<file path="config.mk">
export PLATFORM = sky130hd
export DESIGN_NAME = floating_point_divider_wrapper
export DESIGN_NICKNAME = d
export VERILOG_FILES = /design/src/rtl/floating_point_divider_wrapper.sv
export SDC_FILE = /design/constraint.sdc
export NUM_CORES = 1
export LEC_CHECK = 0
export CORE_MARGIN = 10
export CORE_UTILIZATION = 53
export CTS_BUF_LIST = sky130_fd_sc_hd__clkbuf_4 sky130_fd_sc_hd__clkbuf_8 sky130_fd_sc_hd__clkbuf_16
export DETAILED_ROUTE_END_ITERATION = 7
export MAX_ROUTING_LAYER = met4
export PLACE_DENSITY = 0.85
export SLEW_MARGIN = 5
export SYNTH_ARGS = -nofsm -noshare
export SYNTH_HDL_FRONTEND = slang
export SYNTH_SLANG_ARGS = --single-unit
</file>
<file path="constraint.sdc">
create_clock -name clk_i -period 3.78 [get_ports clk_i]
set_input_delay 0.945 -clock clk_i [delete_from_list [all_inputs] [get_ports clk_i]]
set_output_delay 0.945 -clock clk_i [all_outputs]
set_load 0.01 [all_outputs]
</file>
<file path="src/rtl/floating_point_divider_wrapper.sv">
// Valid/ready flow-control wrapper around a non-stallable divider pipeline.
// Credits (occupancy) bound issued-plus-buffered work to the result FIFO depth.
module floating_point_divider_wrapper #(
    parameter  int EXP_WIDTH    = 8,
    parameter  int FRAC_WIDTH   = 23,
    parameter  int DEPTH        = 4,
    localparam int FP_WIDTH_REG = 1 + EXP_WIDTH + FRAC_WIDTH,
    localparam int CNT_WIDTH    = $clog2(DEPTH + 1)
) (
    input  logic                    clk_i,
    input  logic                    rst_i,
    input  logic [FP_WIDTH_REG-1:0] in_a_i,
    input  logic [FP_WIDTH_REG-1:0] in_b_i,
    input  logic                    in_valid_i,
    output logic                    in_ready_o,
    output logic [FP_WIDTH_REG-1:0] pipe_a_o,
    output logic [FP_WIDTH_REG-1:0] pipe_b_o,
    output logic                    pipe_valid_o,
    input  logic [FP_WIDTH_REG-1:0] pipe_fp_i,
    input  logic                    pipe_valid_i,
    output logic [FP_WIDTH_REG-1:0] out_fp_o,
    output logic                    out_valid_o,
    input  logic                    out_ready_i,
    output logic [CNT_WIDTH-1:0]    occupancy_o,
    output logic                    error_o
);
    localparam int PTR_WIDTH = $clog2(DEPTH);
    localparam logic [CNT_WIDTH-1:0] DEPTH_C  = CNT_WIDTH'(DEPTH);
    localparam logic [PTR_WIDTH-1:0] LAST_PTR = PTR_WIDTH'(DEPTH - 1);

    logic [FP_WIDTH_REG-1:0] pipe_a_q, pipe_a_d;
    logic [FP_WIDTH_REG-1:0] pipe_b_q, pipe_b_d;
    logic                    pipe_valid_q, pipe_valid_d;
    logic [CNT_WIDTH-1:0]    in_flight_q, in_flight_d;
    logic [CNT_WIDTH-1:0]    count_q, count_d;
    logic [CNT_WIDTH-1:0]    occupancy_q, occupancy_d;
    logic [PTR_WIDTH-1:0]    rd_ptr_q, rd_ptr_d;
    logic [PTR_WIDTH-1:0]    wr_ptr_q, wr_ptr_d;
    logic                    error_q, error_d;
    logic [FP_WIDTH_REG-1:0] mem_q [DEPTH];

    logic accept, ret, pop, wr_en, spurious, overflow;

    function automatic logic [PTR_WIDTH-1:0] next_ptr(input logic [PTR_WIDTH-1:0] p);
        return (p == LAST_PTR) ? '0 : p + 1'b1;
    endfunction

    // Ready depends only on registered credit state and reset, never on out_ready_i.
    assign in_ready_o  = (occupancy_q < DEPTH_C) && !rst_i;
    assign out_valid_o = (count_q != '0);
    assign out_fp_o    = out_valid_o ? mem_q[rd_ptr_q] : '0;

    assign accept   = in_valid_i && in_ready_o;
    assign ret      = pipe_valid_i && (in_flight_q != '0);
    assign pop      = out_valid_o && out_ready_i;
    assign spurious = pipe_valid_i && (in_flight_q == '0);
    assign overflow = ret && (count_q == DEPTH_C) && !pop;
    assign wr_en    = ret && !overflow;

    always_comb begin
        pipe_a_d     = pipe_a_q;
        pipe_b_d     = pipe_b_q;
        pipe_valid_d = accept;
        if (accept) begin
            pipe_a_d = in_a_i;
            pipe_b_d = in_b_i;
        end
        in_flight_d = in_flight_q + CNT_WIDTH'(accept) - CNT_WIDTH'(ret);
        count_d     = count_q + CNT_WIDTH'(wr_en) - CNT_WIDTH'(pop);
        occupancy_d = occupancy_q + CNT_WIDTH'(accept) - CNT_WIDTH'(pop);
        wr_ptr_d    = wr_en ? next_ptr(wr_ptr_q) : wr_ptr_q;
        rd_ptr_d    = pop ? next_ptr(rd_ptr_q) : rd_ptr_q;
        error_d     = error_q || spurious || overflow;
    end

    always_ff @(posedge clk_i) begin
        if (rst_i) begin
            pipe_a_q     <= '0;
            pipe_b_q     <= '0;
            pipe_valid_q <= 1'b0;
            in_flight_q  <= '0;
            count_q      <= '0;
            occupancy_q  <= '0;
            rd_ptr_q     <= '0;
            wr_ptr_q     <= '0;
            error_q      <= 1'b0;
        end else begin
            pipe_a_q     <= pipe_a_d;
            pipe_b_q     <= pipe_b_d;
            pipe_valid_q <= pipe_valid_d;
            in_flight_q  <= in_flight_d;
            count_q      <= count_d;
            occupancy_q  <= occupancy_d;
            rd_ptr_q     <= rd_ptr_d;
            wr_ptr_q     <= wr_ptr_d;
            error_q      <= error_d;
        end
    end

    // Storage needs no reset: out_fp_o is masked until an entry is written.
    always_ff @(posedge clk_i) begin
        if (wr_en) mem_q[wr_ptr_q] <= pipe_fp_i;
    end

    assign pipe_a_o     = pipe_a_q;
    assign pipe_b_o     = pipe_b_q;
    assign pipe_valid_o = pipe_valid_q;
    assign occupancy_o  = occupancy_q;
    assign error_o      = error_q;
endmodule

</file>
; ---- Word-level counts from Yosys, hierarchy flattened
; Memories as Yosys holds them, arrays and structs flattened. A register that Yosys moved wholly into a read port is not among the register bits.
; Index checks and enable logic that the tools add are counted.
[classes]
add_sub_neg = 8
reduce_logical = 16
n_lt_le_gt_ge = 1
muxes = 7
n_eq_ne = 3
[ops]
columns = cell, count
row1 = two-way mux 32 bit, 1
row2 = adder 3 x 1 -> 3 bit, 3
row3 = subtractor 3 x 1 -> 3 bit, 3
row4 = logical AND 1 bit, 8
row5 = two-way mux 2 bit, 4
row6 = nonzero test 3 bit, 2
row7 = "adder 2 x 1 -> 2 bit, second input constant", 2
row8 = "== test 2 bit, second input constant", 2
row9 = "== test 3 bit, second input constant", 1
row10 = logical NOT 1 bit, 3
row11 = logical NOT 3 bit, 1
row12 = "< comparator 3 bit, second input constant", 1
row13 = logical OR 1 bit, 2
row14 = two-way mux 1 bit, 2
[totals]
word_cells = 45
memories = 1
reg_bits = 79
inputBits = 101
out_inout_bits = 103
ramBits = 128
[mem_list]
columns = memory, depth, width, rd, rd_ports_with_merged_regs, write_ports, line_no
row1 = mem_q, 4, 32, 1, 1, 1, 40  ; logic [FP_WIDTH_REG-1:0] mem_q [DEPTH];

; ---- Logic depth before layout (Yosys ltp)
[logic_depth]
ltp_word = 8
depth_mapped = 11
ltp_nobuf = 9

; ---- Least setup slack after synthesis
; Ideal clock, no wire load.
[synth_path]
kind = input to register
start = in rst_i
end = reg occupancy_q[2], in the netlist occupancy_o[2]
path_buffers = 2
arrival_time_ns = 2.745
path_slack_ns = 0.918
stages = 11
t_required_ns = 3.663
setup_ns = 0.117
cell_sequence = nor3b_2 buf_2 buf_4 inv_1 ha_1 inv_1 ha_1 fa_1 xnor2_1 xnor2_1 nor2_1
[synth_between]
elab_chain_cells = 5
[synth_lines]
columns = item, line_no
row1 = start: declaration, 11  ; input logic rst_i,
row2 = logical NOT 1 bit, 49  ; assign in_ready_o = (occupancy_q < DEPTH_C) && !rst_i;
row3 = logical AND 1 bit, 49
row4 = logical AND 1 bit, 53  ; assign accept = in_valid_i && in_ready_o;
row5 = adder 3 x 1 -> 3 bit, 70  ; occupancy_d = occupancy_q + CNT_WIDTH'(accept) - CNT_WIDTH'(pop);
row6 = subtractor 3 x 1 -> 3 bit, 70
row7 = end signal: assignment, 93  ; occupancy_q <= occupancy_d;
row8 = end: declaration, 36  ; logic [CNT_WIDTH-1:0] occupancy_q, occupancy_d;
; Several ways; a longest one is shown, not always the timed one.
; A chain may end at the register's enable or synchronous reset.

==> flow_metrics.env <==
export IMPL_grt_pass1_vias=5546
export IMPL_drt_pass1_iter_count=5
export IMPL_setup_violations=0
export IMPL_fin_ws_ns=0.361
export IMPL_detail_route_antenna_nets=0
export IMPL_power_switching_mw=2.00
export IMPL_min_period_ns=3.42
export IMPL_synth_cell_area_sq_um=8070
export IMPL_worstSetupStartpointType="flop"
export IMPL_pwr_share_seq_pct=39.4
export IMPL_synth_ff_type="edfxtp_1"
export IMPL_swShare_pct=27.2
export IMPL_routedWlPerCell_um=19.8
export IMPL_p_int_mw=5.35
export IMPL_clock_root_buffer="clkbuf_16"
export IMPL_post_cts_setup_buffers=0
export IMPL_place_hpwl_um=13000
export IMPL_cts_buffers_inserted=22
export IMPL_hold_violations=0
export IMPL_synth_top_cell_area_share_pct=47.6
export IMPL_ff_latch_area_sq_um=5470
export IMPL_drt_iter0_markers=332
export IMPL_status="complete, no violations"
export IMPL_track_usage_pct=19.2
export IMPL_synth_nets=683
export IMPL_die_w_um=143
export IMPL_ioPinCount=204
export IMPL_place_area_sq_um=10200
export IMPL_fin_area_sq_um=11000
export IMPL_syn_inst=569
export IMPL_maxSlewHeadroom_pct=31.9
export IMPL_p_comb_share_pct=28.2
export IMPL_synth_warnings=0
export IMPL_avgSynthCellArea_sq_um=14.2
export IMPL_htreeDepth=1
export IMPL_design_core_area_sq_um=15000
export IMPL_ir_drop_mv=0.399
export IMPL_worst_path_max_fanout=9
export IMPL_nNetsFinal=883
export IMPL_synth_most_common_cell="edfxtp_1"
export IMPL_clkPwrFrac_pct=32.3
export IMPL_syn2layout_area_growth_pct=36.5
export IMPL_synth_top_area_cell="edfxtp_1"
export IMPL_pre_cts_slack_ns=0.683
export IMPL_yosysSeqAreaShare_pct=67.7
export IMPL_cts_tree="built"
export IMPL_std_cell_rows=45
export IMPL_grt_overflow=0
export IMPL_synth_commonest_cells="edfxtp_1 (128), dfxtp_1 (81), nand2_1 (66)"
export IMPL_crit_arrival_ns=2.47
export IMPL_clkLatencyLatePin_ns=0.50
export IMPL_antenna_cells=0
export IMPL_synth_edf_count=128
export IMPL_multiInputGateArea_sq_um=2360
export IMPL_fin_setup_tns_ns=0
export IMPL_worstSetupPathType="reg2out"
export IMPL_skew_ns=0.0116
export IMPL_holdWs_ns=0.449
export IMPL_finalMaxSlewViolations=0
export IMPL_tightest_slew_ns=1.02
export IMPL_hp_class="reg2reg"
export IMPL_pwr_density_cell_nw_per_um2=667
export IMPL_vias=5124
export IMPL_power_total_mw=7.35
export IMPL_period_share_pct=90.4
export IMPL_maxCapViolations=0
export IMPL_numClockSinks=209
export IMPL_place_congestion=0.741
export IMPL_endpoint_kind="primary output"
export IMPL_nFillCells=928
export IMPL_fp_dieArea_sq_um=20600
export IMPL_clock_path_buffers=3
export IMPL_die_h_um=143
export IMPL_yosys_top_cells_area="edfxtp_1 (48%), dfxtp_1 (20%), mux4_2 (8.4%), nand2b_1 (5.0%), o21ai_0 (4.0%)"
export IMPL_wl_um=19300
export IMPL_cts_resized=0
export IMPL_initial_core_util_pct=53.7
export IMPL_max_freq_mhz=292
export IMPL_antenna_found_initial=0
export IMPL_drive_gt1_share_pct=10.4
export IMPL_cts_clk_slew_worst_paths_ns=0.06
export IMPL_dp_cells=933
export IMPL_synth_distinct_cells=32
export IMPL_utilization_pct=73.3
export IMPL_port_buffers=203
export IMPL_final_instance_count_excl_fill=973
export IMPL_drt_vias_per_instance=5.27
export IMPL_grt_pass1_wl_um=30000
export IMPL_cp_required_ns=2.83
export IMPL_p_leak_nw=3.80
export IMPL_ys_ff_latch=209
export IMPL_grt_max_degree=130
export IMPL_cts_hold_buf=0
export IMPL_drc=0
export IMPL_rsz0062_at_grt="no"
export IMPL_ys_async_sr_fraction_pct=0
[registers in the layout (all words and copies together), names as in the netlist, named ones only]
register and cells:
mem_q 128, pipe_a_o 32, pipe_b_o 32, count_q 3
in_flight_q 3, occupancy_o 3, rd_ptr_q 2, wr_ptr_q 2
error_o 1, pipe_valid_o 1
[worst max-delay path: stages, from the launching register on]
cell and delay [ns]:
dfxtp_2 0.47, buf_4 0.28, mux4_2 0.55, and2_1 0.20, clkdlybuf4s50_1 0.48
[power groups by stage]
stage | registers [mW] | logic (mW) | clock network [mW]
6_report | 2.90 | 2.08 | 2.38
5_1_grt | 2.93 | 2.28 | 2.51
4_1_cts | 2.90 | 2.13 | 2.42
3_5_place_dp | 2.94 | 2.10 | 0
3_3_place_gp | 2.92 | 2.06 | 0
2_1_floorplan | 2.95 | 1.07 | 0
[path summary, 6_finish.rpt]
| check | start | to | slack, ns | cells after the start |
|---|---|---|---|---|
| min reg2reg | error_o$_SDFF_PP0_ | error_o$_SDFF_PP0_ | 0.45 | 2 |
| max | flop | out_fp_o[2] | 0.36 | 4 |
| max reg2reg | count_q[1]$_SDFF_PP0_ | occupancy_o[2]$_SDFF_PP0_ | 1.32 | 9 |
| min | error_o$_SDFF_PP0_ | error_o$_SDFF_PP0_ | 0.45 | 2 |
[metal layers]
layer | GRT usage [%] | wire length (um) | vias to the layer above
met2 | 30.6 | 9070 | 230
met4 | 3.98 | 251 | 0
li1 | - | - | 2416
met5 | - | 0 | -
met1 | 22.4 | 7690 | 2452
met3 | 8.15 | 2270 | 26
[cell families after synthesis]
logic type	after synthesis	share of synthesized area, %
DFF	209	67.7
buffers and inverters	46	3.12
xor gates and xnor gates	6	0.651
adders and majority gates	13	2.30
and+or+nand+nor	187	12.4
muxes	32	9.03
AOI/OAI and AO/OA	76	4.81
[area by class of cell]
cell class                 count  area share [%]
sequential                   209            49.6
multi-input combinational    314            21.4
timing repair buffer         209            18.9
clock buffer                  23            5.22
clock inverter                17            2.20
tap                          188            2.14
inverter                      13           0.443
[cells in the final DEF (no fill, tap or decap), types with 2 or more instances in the layout]
master           count
nand2_1             66
clkinvlp_4           3
edfxtp_1           128
clkdlybuf4s50_1    202
or3_1                2
and2_1              32
o21ai_1              4
a21oi_1              5
fa_1                 3
ha_1                10
bufinv_16            5
xnor2_1              5
inv_1               13
nor2b_1              5
buf_4                5
and3_2               4
mux4_1               2
nor2_1               7
mux4_2              30
o21ai_0             64
nand3_1              2
nand2b_1            64
dfxtp_1             80
clkbuf_16           23
o31ai_1              2
inv_6                4
clkinv_4             3
Power figures use the tool's default switching activity.
